### config.mk
export PLATFORM = sky130hd
export DESIGN_NAME = mips_multi_cycle
export DESIGN_NICKNAME = d
export VERILOG_FILES = /design/src/rtl/mips_multi_cycle.sv
export SDC_FILE = /design/constraint.sdc
export NUM_CORES = 2
export LEC_CHECK = 0
export BUFFER_PORTS_ARGS = -buffer_cell sky130_fd_sc_hd__buf_2
export CAP_MARGIN = 10
export CORE_UTILIZATION = 50
export DETAILED_ROUTE_END_ITERATION = 10
export PLACE_DENSITY = 0.66
export SYNTH_ARGS = -nofsm -noshare
export SYNTH_HDL_FRONTEND = slang
export SYNTH_SLANG_ARGS = --single-unit
### constraint.sdc
create_clock -name clk -period 5.6 [get_ports clk]
set_input_delay 0 -clock clk [delete_from_list [all_inputs] [get_ports clk]]
set_output_delay 0 -clock clk [all_outputs]
set_load 0.01 [all_outputs]
### src/rtl/mips_multi_cycle.sv
// Multi-cycle MIPS core: FETCH/DECODE/EXEC/MEM/WB sequencing over one shared ALU,
// with request/ready handshakes to instruction and data memory.
module mips_multi_cycle #(
    parameter int          N        = 32,
    parameter int          ADDR_W   = 16,
    parameter logic [N-1:0] RESET_PC = '0
) (
    input  logic              clk,
    input  logic              rst,
    output logic              IM_REQ,
    output logic [N-1:0]      IM_ADDR,
    input  logic              IM_RDY,
    input  logic [31:0]       INSTRUCTION,
    output logic              DM_REQ,
    output logic              DM_WE,
    output logic [ADDR_W-1:0] DM_ADDR,
    output logic [N-1:0]      DM_D,
    input  logic [N-1:0]      DM_Q,
    input  logic              DM_RDY,
    output logic              HALTED
);

    typedef enum logic [2:0] {
        S_FETCH  = 3'd0,
        S_DECODE = 3'd1,
        S_EXEC   = 3'd2,
        S_MEM    = 3'd3,
        S_WB     = 3'd4,
        S_HALT   = 3'd5
    } state_t;

    localparam logic [5:0] OP_RTYPE = 6'h00, OP_J  = 6'h02, OP_JAL = 6'h03, OP_BEQ = 6'h04;
    localparam logic [5:0] OP_ADDI  = 6'h08, OP_LW = 6'h23, OP_SW  = 6'h2B;
    localparam logic [5:0] FN_SLL = 6'h00, FN_SRL = 6'h02, FN_JR = 6'h08, FN_ADD = 6'h20;
    localparam logic [5:0] FN_SUB = 6'h22, FN_AND = 6'h24, FN_OR = 6'h25, FN_SLT = 6'h2A;

    state_t         state_q, state_d;
    logic [N-1:0]   pc_q, pc_d;
    logic [31:0]    ir_q, ir_d;
    logic [N-1:0]   a_q, a_d, b_q, b_d, alu_q, alu_d, mdr_q, mdr_d;
    logic [N-1:0]   rf_q [0:31];

    logic [5:0]     opcode_s, funct_s;
    logic [4:0]     rs_s, rt_s, rd_s, shamt_s;
    logic [N-1:0]   simm_s, pc_plus4_s, br_target_s, j_target_s, alu_s;
    logic           legal_s, is_jr_s;
    logic           rf_we_s;
    logic [4:0]     rf_waddr_s;
    logic [N-1:0]   rf_wdata_s;

    assign opcode_s    = ir_q[31:26];
    assign rs_s        = ir_q[25:21];
    assign rt_s        = ir_q[20:16];
    assign rd_s        = ir_q[15:11];
    assign shamt_s     = ir_q[10:6];
    assign funct_s     = ir_q[5:0];
    assign simm_s      = {{(N-16){ir_q[15]}}, ir_q[15:0]};
    assign pc_plus4_s  = pc_q + N'(3'd4);
    assign br_target_s = pc_plus4_s + {simm_s[N-3:0], 2'b00};
    assign j_target_s  = {pc_plus4_s[N-1:28], ir_q[25:0], 2'b00};
    assign is_jr_s     = (opcode_s == OP_RTYPE) && (funct_s == FN_JR);

    // Instruction legality decode
    always_comb begin
        case (opcode_s)
            OP_RTYPE: begin
                case (funct_s)
                    FN_ADD, FN_SUB, FN_AND, FN_OR, FN_SLT, FN_SLL, FN_SRL, FN_JR: legal_s = 1'b1;
                    default: legal_s = 1'b0;
                endcase
            end
            OP_ADDI, OP_LW, OP_SW, OP_BEQ, OP_J, OP_JAL: legal_s = 1'b1;
            default: legal_s = 1'b0;
        endcase
    end

    // Shared ALU: R-type operations, otherwise base + sign-extended immediate
    always_comb begin
        alu_s = a_q + simm_s;
        if (opcode_s == OP_RTYPE) begin
            case (funct_s)
                FN_ADD:  alu_s = a_q + b_q;
                FN_SUB:  alu_s = a_q - b_q;
                FN_AND:  alu_s = a_q & b_q;
                FN_OR:   alu_s = a_q | b_q;
                FN_SLT:  alu_s = {{(N-1){1'b0}}, ($signed(a_q) < $signed(b_q))};
                FN_SLL:  alu_s = b_q << shamt_s;
                FN_SRL:  alu_s = b_q >> shamt_s;
                default: alu_s = a_q + b_q;
            endcase
        end else begin
            alu_s = a_q + simm_s;
        end
    end

    // Next-state and datapath control; architectural state moves only on completed steps
    always_comb begin
        state_d    = state_q;
        pc_d       = pc_q;
        ir_d       = ir_q;
        a_d        = a_q;
        b_d        = b_q;
        alu_d      = alu_q;
        mdr_d      = mdr_q;
        rf_we_s    = 1'b0;
        rf_waddr_s = 5'd0;
        rf_wdata_s = alu_q;
        case (state_q)
            S_FETCH: begin
                if (IM_RDY) begin
                    ir_d    = INSTRUCTION;
                    state_d = S_DECODE;
                end else begin
                    state_d = S_FETCH;
                end
            end
            S_DECODE: begin
                a_d = rf_q[rs_s];
                b_d = rf_q[rt_s];
                if (!legal_s) begin
                    state_d = S_HALT;
                end else if ((opcode_s == OP_J) || (opcode_s == OP_JAL)) begin
                    pc_d       = j_target_s;
                    rf_we_s    = (opcode_s == OP_JAL);
                    rf_waddr_s = 5'd31;
                    rf_wdata_s = pc_plus4_s;
                    state_d    = S_FETCH;
                end else begin
                    state_d = S_EXEC;
                end
            end
            S_EXEC: begin
                alu_d = alu_s;
                if (opcode_s == OP_BEQ) begin
                    pc_d    = (a_q == b_q) ? br_target_s : pc_plus4_s;
                    state_d = S_FETCH;
                end else if (is_jr_s) begin
                    pc_d    = a_q;
                    state_d = S_FETCH;
                end else if ((opcode_s == OP_LW) || (opcode_s == OP_SW)) begin
                    state_d = S_MEM;
                end else begin
                    state_d = S_WB;
                end
            end
            S_MEM: begin
                if (!DM_RDY) begin
                    state_d = S_MEM;
                end else if (opcode_s == OP_LW) begin
                    mdr_d   = DM_Q;
                    state_d = S_WB;
                end else begin
                    pc_d    = pc_plus4_s;
                    state_d = S_FETCH;
                end
            end
            S_WB: begin
                rf_we_s    = 1'b1;
                rf_waddr_s = (opcode_s == OP_RTYPE) ? rd_s : rt_s;
                rf_wdata_s = (opcode_s == OP_LW) ? mdr_q : alu_q;
                pc_d       = pc_plus4_s;
                state_d    = S_FETCH;
            end
            S_HALT:  state_d = S_HALT;
            default: state_d = S_HALT;
        endcase
    end

    // State, datapath registers and register file
    always_ff @(posedge clk) begin
        if (rst) begin
            state_q <= S_FETCH;
            pc_q    <= RESET_PC;
            ir_q    <= 32'd0;
            a_q     <= '0;
            b_q     <= '0;
            alu_q   <= '0;
            mdr_q   <= '0;
            for (int i = 0; i < 32; i++) begin
                rf_q[i] <= '0;
            end
        end else begin
            state_q <= state_d;
            pc_q    <= pc_d;
            ir_q    <= ir_d;
            a_q     <= a_d;
            b_q     <= b_d;
            alu_q   <= alu_d;
            mdr_q   <= mdr_d;
            if (rf_we_s && (rf_waddr_s != 5'd0)) begin
                rf_q[rf_waddr_s] <= rf_wdata_s;
            end
        end
    end

    assign IM_REQ  = (state_q == S_FETCH);
    assign IM_ADDR = pc_q;
    assign DM_REQ  = (state_q == S_MEM);
    assign DM_WE   = (state_q == S_MEM) && (opcode_s == OP_SW);
    assign DM_ADDR = alu_q[ADDR_W-1:0];
    assign DM_D    = b_q;
    assign HALTED  = (state_q == S_HALT);

endmodule

# Yosys cells after proc, flatten, opt, wreduce, memory -nomap -nowiden
# Memories as Yosys holds them, arrays and structs flattened. A register that Yosys moved wholly into a read port is not among the register bits.
# Index checks and enable logic that the tools add are counted.
# W data, S select, Z words.
totals:
  out_inout_bits: 84
  word_cells: 96
  mem_bits_rw: 1024
  ff_bits: 131
  n_memories: 1
  inputBits: 68
memory_table:
  columns: ["memory", "depth", "word_bits", "read_ports", "rd_clocked_by_memory_dff", "write_ports", "line_no", "text"]
  rows:
  - ["rf_q", 32, 32, 2, 2, 32, "41", "logic [N-1:0] rf_q [0:31];"]
classes:
  n_addsub: 5
  n_mux: 40
  bitwise: 2
  shifts: 2
  n_reduce_logical: 16
  magnitude_cmp: 1
  n_eq_ne: 24
op_table:
  columns: ["op", "count"]
  rows:
  - ["$mux W32", 12]
  - ["$pmux W32 S6", 1]
  - ["$pmux W32 S4", 1]
  - ["$add A32 B32 Y32", 3]
  - ["$pmux W32 S2", 1]
  - ["$eq A6 B6 Y1 const B", 7]
  - ["$add A32 B3 Y32 const B", 1]
  - ["$and A32 B32 Y32", 1]
  - ["$eq A32 B32 Y1", 1]
  - ["$lt A32 B32 Y1", 1]
  - ["$or A32 B32 Y32", 1]
  - ["$reduce_or A32 Y1", 1]
  - ["$shl A32 B5 Y32", 1]
  - ["$shr A32 B5 Y32", 1]
  - ["$sub A32 B32 Y32", 1]
  - ["$mux W5", 4]
  - ["$eq A6 B2 Y1 const B", 3]
  - ["$mux W3", 6]
  - ["$pmux W3 S5", 1]
  - ["$eq A6 B4 Y1 const B", 2]
  - ["$logic_not A6 Y1", 2]
  - ["$mux W1", 10]
  - ["$pmux W5 S2", 1]
  - ["$reduce_or A8 Y1", 1]
  - ["other kinds (18)", 26]

# Logic depth before layout (Yosys ltp)
depth:
  word_depth: 13
  mapped_depth: 17
  depth_no_buf: 17

# Least setup slack after synthesis
# No wires, ideal clock.
synth_timing:
  kind: "register to register"
  start: "register ir_q[31]"
  end: "memory rf_q[16][0] (enable)"
  setup_time_ps: 394
  path_buffers: 1
  setup_slack_ps: 1855
  synth_period_minus_slack_ps: 3745
  required_ps: 5206
  stages_incl_launch_ff: 12
  arrival_time_ps: 3351
  path_cell_list: "dfxtp_1 > or4_1 > or3_1 > clkbuf_1 > mux2i_1 > o21ai_0 > nor2_1 > a211oi_2 > inv_1 > nor2_1 > nand2_1 > nand2b_1"
synth_rtl:
  columns: ["item", "line_no", "text"]
  rows:
  - ["start: declaration", "39", "logic [31:0] ir_q, ir_d;"]
  - ["start signal: assignment", "185", "ir_q <= ir_d;"]
  - ["end: declaration", "41", null]

# Worst setup path in the final report
layout_timing:
  start: "register b_q[25], in the netlist DM_D[25], read port of rf_q"
  end: "register pc_q[20], in the netlist IM_ADDR[20]"
layout_between:
  elab_chain_len: 4
layout_lines:
  columns: ["item", "line_no", "text"]
  rows:
  - ["start: declaration", "40", "logic [N-1:0] a_q, a_d, b_q, b_d, alu_q, alu_d, mdr_q, mdr_d;"]
  - ["$eq A32 B32 Y1", "135", "pc_d = (a_q == b_q) ? br_target_s : pc_plus4_s;"]
  - ["$mux W32", "135", null]
  - ["$mux W32", "134", "if (opcode_s == OP_BEQ) begin"]
  - ["$pmux W32 S4", "108", "case (state_q)"]
  - ["end signal: assignment", "184", "pc_q <= pc_d;"]
  - ["end: declaration", "38", "logic [N-1:0] pc_q, pc_d;"]
# Every way passes these cells.
# A chain may end at the register's enable or synchronous reset.

==> results.cfg <==
[status]
status = finished clean

[clock_tree]
clk_pin_slew_ns = 0.07
htree_levels = 4
cts_tree = built
clkLatencyLatePin_ns = 0.81
cts.sinks = 1219
cts_buffer_depth = 3
cts_resized = 0
cts_root_buf = clkbuf_16
numCtsBuffers = 138

[power_and_ir_drop]
power.leakage_uw = 0.0268
peakVddDrop_uv = 249
p_per_area_nw_per_um2 = 400

[drt]
drc = 0
routed_wl_um = 293000
drt_iter0_markers = 8533
viasPerCell = 7.04
drt-pass1-iter-count = 9
wire_per_inst_um = 36.2
vias = 56800
ant_nets = 0

[floorplan]
die_h_um = 380
io_pins = 152
core_area_um2 = 142000
start_util = 0.504
dieArea_um2 = 144000
placementRows = 138
chipWidth_um = 380

[logic_synthesis]
ys.flop_type = edfxtp_1
synth_top_area_cell = edfxtp_1
yosysWarnings = 0
synth_edf_count = 1024
syn_inst = 5909
syn_area_um2 = 71500
synth_top_area_frac = 0.430
postSynthAreaPerCell_um2 = 12.1
synth_cell_types = 92
ys_seq_area_frac = 0.485
ys_top_cells_by_area = edfxtp_1, mux4_2, nor2_1, dfxtp_1, ha_1
synth-seq-cells = 1219
ys_async_sr_fraction = 0

[critical_path]
required_ns = 6.21
critPathKind = reg -> reg
path_max_fanout = 21
cp-start-kind = flip-flop
crit_path_end_kind = flip-flop
worstPathArrival_ns = 5.23

[sta]
grt_setup_unrepaired = false
setup_violations = 0
timing.final.crit_share = 0.824
fin_crit_ns = 4.62
finalHoldViolations = 0
slew_viol_final = 0
max_freq_mhz = 217
worst_pin_slew_ns = 1.38
skew_ns = 0.0397
max-slew-margin-rel = 0.0750
final.setup.tns_ns = 0

[place]
dp_hpwl_um = 191000
port_buffers = 151
routabilityCongestion = 1.06
placed_cell_area_um2 = 74900

[final_layout]
multi_input_area_um2 = 34400
fin_nets = 6303
syn2layout_area_growth_pct = 13.4
fillerInstances = 11400
register_area_um2 = 34700
fin_area_um2 = 81000
layout-drive-gt1-share = 0.226

[job]
max_cap_viol_count = 0

[grt]
grt_pass1_vias = 54800
grt_overflow_total = 0
grt_max_degree = 103
grt_antenna_before_repair = 11
grtUsageMet1 = 0.487
grt_pass1_wl_um = 407000
grt_usage = 0.400
use_met3 = 0.0970
gr-max-usage-layer = met2
grtUsageMet2 = 0.622

[min_path]
worstHoldPathType = in -> reg
-- metrics by stage --
step | setup slack [ns] | hold slack, ns | utilization | power [uW] | instances
3_3_place_gp | 1.15 | 0.239 | 0.528 | 22900 | 7645
5_1_grt | 0.809 | 0.0178 | 0.572 | 33200 | 8071
6_report | 0.984 | 0.0171 | 0.572 | 32400 | 8077
4_1_cts | 1.05 | 0.00691 | 0.571 | 32000 | 8070
2_1_floorplan | 1.86 | 0.136 | - | 18300 | 5940
3_5_place_dp | 1.10 | 0.239 | 0.528 | 22900 | 7646
-- per-layer routing --
metal / vias to the layer above / part of all wire
li1: 22700 / -
met5: - / 0.000092
met4: 4 / 0.088
met3: 1104 / 0.12
met2: 4570 / 0.46
met1: 28400 / 0.33
-- worst max-delay path: stages, from the launching register on --
cell	delay [ns]
dfxtp_1	0.51
inv_1	0.14
ha_1	0.31
buf_4	0.19
or4_1	0.62
or3_1	0.50
or3_1	0.38
or3_4	0.54
a21o_1	0.56
a222oi_1	0.38
nand2_1	0.10
a21oi_1	0.14
a211oi_1	0.06
-- placed cells by master (no fill, tap or decap), types with 20 or more instances in the layout --
cell type	synthesis	routed
nor2_1	1292	1285
edfxtp_1	1024	1024
mux4_2	665	665
nand2_1	357	326
a21oi_1	262	262
buf_4	16	199
dfxtp_1	195	179
o21ai_0	174	174
dlygate4sd3_1	0	174
ha_1	161	161
buf_2	68	150
clkbuf_16	0	139
mux2i_1	133	133
inv_1	128	128
a211oi_1	116	116
xnor2_1	64	64
nor3_1	54	53
clkbuf_1	414	44
a222oi_1	43	43
nand3_1	40	39
a21o_1	38	38
xor2_1	36	36
buf_12	0	35
nand2b_2	0	32
conb_1	1	32
nand2b_1	63	31
nand2_2	0	31
o21bai_1	30	30
a31oi_1	29	29
mux2_2	24	24
o22ai_1	24	24
o211ai_1	23	23
o221ai_1	22	22
nor2b_1	22	20
a221o_1	20	20
-- synth_stat cells, types with 65 or more instances --
library cell and n:
a21oi_1 262, nand2_1 357, nor2_1 1292, dfxtp_1 195, o21ai_0 174, mux4_2 665, clkbuf_1 414, a211oi_1 116
buf_1 65, buf_2 68, edfxtp_1 1024, mux2i_1 133, inv_1 128, ha_1 161
-- final cells by class --
| type | count | share of cell area |
|---|---|---|
| antenna | 7 | 0.000216 |
| clock buffer | 187 | 0.0456 |
| clock inverter | 63 | 0.00860 |
| inverter | 131 | 0.00607 |
| multi-input combinational | 4021 | 0.424 |
| sequential | 1219 | 0.428 |
| tap | 1890 | 0.0292 |
| timing repair buffer | 559 | 0.0580 |
-- final timing paths --
kind,from,end,slack (ns),depth (start not counted)
setup / recovery,DM_D[25],IM_ADDR[20],0.98,12
hold / removal,DM_Q[6],mdr_q[6],0.02,4
setup reg to reg,DM_D[25],IM_ADDR[20],0.98,12
hold reg to reg,mdr_q[2],mdr_q[2],0.46,2
-- state kept, by name, indices dropped and copies added, names as in the netlist --
signal and flops:
IM_ADDR 32, DM_D 32, mdr_q 32, alu_q 32
state_q 3, a_q 32, rf_q 1024, ir_q 32
-- logic make-up after synthesis --
family                     synth area share
adders and majority gates            0.0293
muxes                                 0.232
buffers and inverters                0.0394
and+or+nand+nor                       0.112
AOI/OAI and AO/OA                    0.0897
DFF                                   0.485
xor gates and xnor gates             0.0123
other                             0.0000525
-- power by group --
group	total, uW	switching (uW)	internal (uW)
combinational	12100	7750	4390
sequential	11300	897	10400
clock	9020	4000	5020
-- repair_timing --
action / 4_1_cts / 5_1_grt
hold buffers: 174 / 0
hold endpoints to repair: 104 / 0
buffers inserted: 0 / 0
(Power assumes the default switching activity.)
